**config.mk**
```make
export PLATFORM = sky130hd
export DESIGN_NAME = timer_prescaler
export DESIGN_NICKNAME = d
export VERILOG_FILES = /design/src/rtl/timer_prescaler.sv
export SDC_FILE = /design/constraint.sdc
export NUM_CORES = 1
export LEC_CHECK = 0
export ABC_AREA = 1
export BUFFER_PORTS_ARGS = -buffer_cell sky130_fd_sc_hd__buf_2
export CAP_MARGIN = 20
export CELL_PAD_IN_SITES_DETAIL_PLACEMENT = 0
export CELL_PAD_IN_SITES_GLOBAL_PLACEMENT = 1
export CORE_MARGIN = 2
export CORE_UTILIZATION = 42
export CTS_CLUSTER_DIAMETER = 60
export DETAILED_ROUTE_END_ITERATION = 10
export HOLD_SLACK_MARGIN = 0.05
export PLACE_DENSITY = 0.9
export SETUP_SLACK_MARGIN = 0.4
export SLEW_MARGIN = 40
export SYNTH_ARGS = -nofsm -noshare
export SYNTH_HDL_FRONTEND = slang
export SYNTH_SLANG_ARGS = --single-unit
```
**constraint.sdc**
```tcl
create_clock -name clk -period 3.82 [get_ports clk]
set_input_delay 0.764 -clock clk [delete_from_list [all_inputs] [get_ports clk]]
set_output_delay 0.764 -clock clk [all_outputs]
set_load 0.01 [all_outputs]
```
**src/rtl/timer_prescaler.sv**
```systemverilog
// Prescaler tick generator for the timer: divides OSC1 (clk) or the
// synchronized 32768 Hz OSC2 input and issues one-cycle count enables.
module timer_prescaler #(
  parameter int OSC1_BITS = 12,
  parameter int OSC2_BITS = 7
) (
  input  logic        clk,
  input  logic        reset,
  input  logic        rt_clk,
  input  logic        bus_write,
  input  logic        bus_read,
  input  logic [23:0] bus_address_in,
  input  logic [7:0]  bus_data_in,
  output logic [7:0]  bus_data_out,
  output logic        tick_l,
  output logic        tick_h
);

  localparam logic [23:0] ADDR_SCALE = 24'h002018;
  localparam logic [23:0] ADDR_OSC   = 24'h002019;

  logic [7:0]           scale_q;
  logic [7:0]           osc_q;
  logic [OSC1_BITS-1:0] c1_q, c1_d;
  logic [OSC2_BITS-1:0] c2_q, c2_d;
  logic [2:0]           sync_q;
  logic                 edge_q;
  logic                 tick_l_q, tick_h_q;
  logic                 fire_l, fire_h;
  logic                 unused_rd;

  assign unused_rd = bus_read;

  function automatic logic [3:0] k_osc1(input logic [2:0] sel);
    case (sel)
      3'd0:    return 4'd1;
      3'd1:    return 4'd3;
      3'd2:    return 4'd5;
      3'd3:    return 4'd6;
      3'd4:    return 4'd7;
      3'd5:    return 4'd8;
      3'd6:    return 4'd10;
      default: return 4'd12;
    endcase
  endfunction

  // A channel fires when its divider increments with the low k bits all ones.
  function automatic logic fire(
    input logic                 pre,
    input logic                 src,
    input logic [2:0]           sel,
    input logic                 en1,
    input logic                 en2,
    input logic                 rt_edge,
    input logic [OSC1_BITS-1:0] c1,
    input logic [OSC2_BITS-1:0] c2
  );
    logic [OSC1_BITS-1:0] m1;
    logic [OSC2_BITS-1:0] m2;
    m1 = ~({OSC1_BITS{1'b1}} << k_osc1(sel));
    m2 = ~({OSC2_BITS{1'b1}} << sel);
    if (src)
      return pre & en2 & rt_edge & ((c2 & m2) == m2);
    return pre & en1 & ((c1 & m1) == m1);
  endfunction

  always_comb begin
    c1_d = osc_q[5] ? c1_q + 1'b1 : '0;
    c2_d = c2_q;
    if (!osc_q[4])
      c2_d = '0;
    else if (edge_q)
      c2_d = c2_q + 1'b1;
    fire_l = fire(scale_q[3], osc_q[0], scale_q[2:0],
                  osc_q[5], osc_q[4], edge_q, c1_q, c2_q);
    fire_h = fire(scale_q[7], osc_q[1], scale_q[6:4],
                  osc_q[5], osc_q[4], edge_q, c1_q, c2_q);
  end

  always_ff @(posedge clk or posedge reset) begin
    if (reset) begin
      scale_q  <= '0;
      osc_q    <= '0;
      c1_q     <= '0;
      c2_q     <= '0;
      sync_q   <= '0;
      edge_q   <= 1'b0;
      tick_l_q <= 1'b0;
      tick_h_q <= 1'b0;
    end else begin
      sync_q   <= {sync_q[1:0], rt_clk};
      edge_q   <= sync_q[1] & ~sync_q[2];
      c1_q     <= c1_d;
      c2_q     <= c2_d;
      tick_l_q <= fire_l;
      tick_h_q <= fire_h;
      if (bus_write && bus_address_in == ADDR_SCALE)
        scale_q <= bus_data_in;
      if (bus_write && bus_address_in == ADDR_OSC)
        osc_q <= bus_data_in;
    end
  end

  always_comb begin
    bus_data_out = '0;
    if (bus_address_in == ADDR_SCALE)
      bus_data_out = scale_q;
    else if (bus_address_in == ADDR_OSC)
      bus_data_out = osc_q;
  end

  assign tick_l = tick_l_q;
  assign tick_h = tick_h_q;

endmodule

```
# Word-level counts from Yosys, hierarchy flattened
# Index checks and enable logic that the tools add are counted.
# totals
out_inout_bits,10
regBits,41
wordCells,70
in_bits,37
# classes
eq_ne,19
shift,4
n_reduce_logical,4
n_bitwise,20
addsub,2
muxes,13
# ops
op,n
case mux 4 bit (7 select lines),2
equality test 24 x 14 -> 1 bit (second input constant),2
bitwise AND 12 bit,2
equality test 12 bit,2
inverter 12 bit,2
<< shifter 12 x 4 -> 12 bit (first input constant),2
equality test 3 bit (second input constant),6
2-to-1 mux 8 bit,2
bitwise AND 7 bit,2
equality test 7 bit,2
2-to-1 mux 7 bit,2
inverter 7 bit,2
<< shifter 7 x 3 -> 7 bit (first input constant),2
adder 12 x 1 -> 12 bit (second input constant),1
equality test 3 x 2 -> 1 bit (second input constant),4
2-to-1 mux 12 bit,1
bitwise AND 1 bit,11
adder 7 x 1 -> 7 bit (second input constant),1
equality test 3 x 1 -> 1 bit (second input constant),2
logical NOT 3 bit,2
2-to-1 mux 1 bit,6
logical AND 1 bit,2
!= test 2 x 1 -> 1 bit (second input constant),1
inverter 1 bit,1

# Logic depth before layout (Yosys ltp)
# depth
word_depth,8
depth_mapped,9
ltp_nobuf,9

# Worst setup path after synthesis
# Ideal clock, no wire load.
# synth_path
kind,input port to output port
startpoint,input port bus_address_in[9]
endpoint,output port bus_data_out[0]
setup_slack_ns,1.476
path_stages,8
required_time_ns,3.056
arrival_time_ns,1.580
cell_sequence,nor2_1 > nand2_1 > nor2_2 > nand2_4 > nor2_8 > buf_6 > nand3_1 > nand2_1
# synth_between
elab_chain_len,3
word_cells_on_any_way,4
cone_classes,eq/ne (2); mux (2)
# synth_rtl
item,line,text
"start, declared",12,"input logic [23:0] bus_address_in,"
equality test 24 x 14 -> 1 bit,108,else if (bus_address_in == ADDR_OSC)
2-to-1 mux 8 bit,108,
2-to-1 mux 8 bit *,106,if (bus_address_in == ADDR_SCALE)
"end, declared",14,"output logic [7:0] bus_data_out,"
# Mark *: on every way between the ends. The rest lies on a longest branch, timed or not.

# Worst setup path in the final report
# layout_path
startpoint,input port bus_address_in[6]
endpoint,output port bus_data_out[1]
# Same word-level chain as after synthesis.

==> run summary <==
Input and output buffers added on the ports amount to 45. The simple-gate share of the synthesized area is slightly above 40%. The die is around 80 um wide. TritonCTS built the clock tree. The routed via count came out at roughly 2,200. The met3 layer wire length in the routed design is about 310 um. For the worst setup path, the data arrival time is approximately 1.9 ns. The final worst-path setup slack is between 1 and 1.5 ns. The maximum level of the CTS H-tree is 2. Setup repair after global routing left no endpoint under its margin. The number of nets handed over by synthesis was roughly 380. The antenna diode count came out at 0. The combined area of the multi-input logic cells came out at 1180 um^2. The number of iterations in the first detailed-routing pass is 4.

The weighted congestion at the end of routability-driven global placement is roughly 0.85. The placeable core area is about 5500 um^2. The area growth from synthesis to layout came out at 17.3%. The number of DRC markers in iteration 0 came out at roughly 160. For this run, the top clock speed supported by timing is approximately 0.38 GHz. The combinational share of power is under 10%. The post-route met1 wirelength came out at 2.46 mm.

STA classifies the critical path endpoint as an output port. Routed signal wires occupy layers up through met4. The largest net degree at the start of global routing is 23. The fraction of layout instances using a drive strength above 1 is about a fifth. The first global-routing pass estimated approximately 9.4 mm of wire.

After technology mapping, the gate count stands at around 340. The post-synthesis cell type count is 27. The number of hold buffers added after CTS was 0. For this design the top-level I/O count stands at 47. The count of synthesis-stage warnings from yosys is 0. The post-place setup slack came out at about 1.2 ns. The detailed placement HPWL came out at just over 4 mm. Sequential cells burn 48.4% of the power. The final net count came out at 421. The number of buffers inserted during clock tree synthesis is 5. The fraction of the cycle the final worst path needs is 69.1%. In this run the cell area of the synthesized design comes to 2390 um^2. The synthesized netlist devotes less than 1% of its cell area to XOR and XNOR gates. The utilization after layout is 51.0%.

Hold timing on the final database bottoms out at a slack of 0.365 ns. The register bit count reported by yosys is slightly above 40. The number of antenna violations at the first check in global routing came to 0.

The highest fanout seen on the critical path is 16. The switching power as a share of total power came out at about a fifth. The total track usage came out at a little under a fifth.

Once detail routing completed, the nets flagged for antenna violations numbered 0. The number of failing hold endpoints at the final stage came out at 0. STA puts the critical path data required time at 3.06 ns. The part of the total power dissipated in the clock network is ~47%.

The arithmetic-cell share of the synthesized area counting full adders, half adders and majority gates came out at 1.05%. The transition time at the pin with the least slew margin came out at 0.434 ns. The count of max-cap constraint violations is 0. The static power due to leakage came out at 0.00150 uW. The clock network latency to the later pin of the worst-skew pair came out at around 0.30 ns. The number of max-slew violations in the final report came out at 0. Clock-pin slew was measured on the worst setup and hold paths at roughly 0.08 ns. In the routed layout, each cell is associated on average with a via count of between 4 and 5. The clock passes through at most 2 buffers. The starting density of the core came out at around 43%.

The die is ~79 um tall. The internal cell power came out at slightly above 700 uW. The share of synthesized area occupied by flip-flops and latches came out at between 40% and 50%. The synthesized-area fraction occupied by ao, oa, aoi and oai cells is about 6.4%. The average instance area after synthesis came out at a little over 7 um^2. The final-report setup violation count came out at 0.

The post-CTS resize count came out at 0. The power density normalized to cell area is about 320 nW/um^2. The main combinational cell family by area after synthesis is simple AND/OR/NAND/NOR gates. The switching component of the power is between 150 and 200 uW. In this run the clock root is driven by a clkbuf_8. The share of synthesized area spent on multiplexers came out at 0%. The worst setup path is launched from a primary input. In the final timing run, aggregate negative setup slack is 0 ns. The category of the most critical setup path is primary input to output port. The area enclosed by the die boundary is roughly 6300 um^2. The aggregate global routing overflow is 0. The worst ir drop on vdd is between 150 and 200 uV. The final critical delay including setup and external delays is 2.64 ns.

The flow ran to the end, and the final reports show no timing, DRC or antenna violations. For this run, design rule violations remaining after detail routing come to 0. The clock tree skew after final layout came out at about 0.0082 ns. The relative slew slack came out at a little under three quarters. Dividing the detail-routed wire length by the instance count gives between 10 and 15 um. The combined flip-flop and latch cell area is 1030 um^2. The total routed wirelength came out at about 5.4 mm. The met2 wire length came out at 2.53 mm.

In this run the worst hold path is classified as flop to flop. The number of sinks on the clock net is between 40 and 50. The via count of the first global-routing pass was between 2,000 and 2,500.

The number of buffers inserted by post-CTS setup repair is 0. The fill cell instance count of the final layout is 551. Row generation in the floorplan step produced 27 rows.
-- cell type report --
type                       instances  share of cell area, %
clock inverter                     3                   2.45
clock buffer                       5                   2.45
inverter                          36                   4.81
multi-input combinational        251                   42.0
sequential                        41                   36.6
timing repair buffer              47                   8.56
tap                               72                   3.21
-- per-stage QoR --
step	instances	cell area [um^2]	total power (uW)
5_1_grt	455	2810	936
6_report	455	2810	903
2_1_floorplan	336	2390	466
3_3_place_gp	447	2670	492
3_5_place_dp	447	2670	493
4_1_cts	455	2810	916
-- worst paths after layout --
kind	depth (start not counted)	slack [ns]	from	endpoint
max	9	1.18	bus_address_in[6]	bus_data_out[1]
min	0	0.37	sync_q[0]$_DFF_PP0_	sync_q[1]$_DFF_PP0_
max reg2reg	7	2.45	c1_q[0]$_DFF_PP0_	c1_q[8]$_DFF_PP0_
min reg2reg	0	0.37	sync_q[0]$_DFF_PP0_	sync_q[1]$_DFF_PP0_
max in group asynchronous	3	2.85	reset	c2_q[5]$_DFFE_PP0P_
min in group asynchronous	2	0.46	reset	sync_q[0]$_DFF_PP0_
-- cell usage in the layout (no fill, tap or decap), drive strengths merged --
cell and n:
nand2 116, nor2 48, buf 47, dfrtp 41, nand3 40, inv 37, o21ai 16, a21oi 13
nor3 9, clkbuf 5, nand4 4, ha 2, bufinv 2, a21o 1, xor2 1, and3 1
-- cell families after synthesis --
kind of cell	after synthesis
AOI/OAI and AO/OA	30
buffers and inverters	44
xor gates and xnor gates	1
and+or+nand+nor	218
adders and majority gates	2
DFF	41
-- critical path: stages --
cell	delay [ns]
buf_2	0.10
inv_1	0.04
nand2_1	0.08
nor2_4	0.12
nand3_4	0.17
nor2_8	0.27
nand2_1	0.09
nand2_1	0.10
buf_2	0.13
-- power by group through the flow --
stage	clock network (uW)	registers, uW	logic, uW
detailed placement	0	446	46.6
finish	420	437	45.5
floorplan	0	445	21.1
CTS	432	437	46.8
global placement	0	446	45.8
global route	445	438	52.8
-- synthesized netlist by cell type --
| cell | number | area (um^2) |
|---|---|---|
| o21ai_1 | 1 | 5.00 |
| a21o_1 | 1 | 7.51 |
| nor2_4 | 2 | 22.5 |
| xor2_1 | 1 | 8.76 |
| nor3_1 | 9 | 45.0 |
| nand4_2 | 1 | 12.5 |
| nand3_2 | 1 | 10.0 |
| clkbuf_1 | 2 | 7.51 |
| o21ai_0 | 15 | 75.1 |
| nand3_4 | 1 | 17.5 |
| inv_1 | 34 | 128 |
| buf_8 | 1 | 15.0 |
| dfrtp_1 | 41 | 1030 |
| ha_1 | 2 | 25.0 |
| nor2_2 | 7 | 43.8 |
| nor2_1 | 37 | 139 |
| nand2_4 | 1 | 11.3 |
| a21oi_1 | 13 | 65.1 |
| nand3_1 | 38 | 190 |
| buf_6 | 1 | 11.3 |
| nand2_2 | 1 | 6.26 |
| and3_1 | 1 | 6.26 |
| nor2_8 | 2 | 40.0 |
| buf_2 | 4 | 20.0 |
| nand4_1 | 3 | 18.8 |
| inv_2 | 2 | 7.51 |
| nand2_1 | 114 | 428 |
-- per-layer routing --
layer	vias to the layer above	track usage (%)
met2	63	30.0
met1	979	25.2
met3	4	4.30
met4	0	5.52
met5	-	0
li1	1159	-
-- state kept, by name, indices dropped and copies added, names as in the netlist --
register / count
osc_q: 8
c2_q: 7
edge_q: 1
sync_q: 3
scale_q: 8
tick_l: 1
tick_h: 1
c1_q: 12
Power figures use the tool's default switching activity.
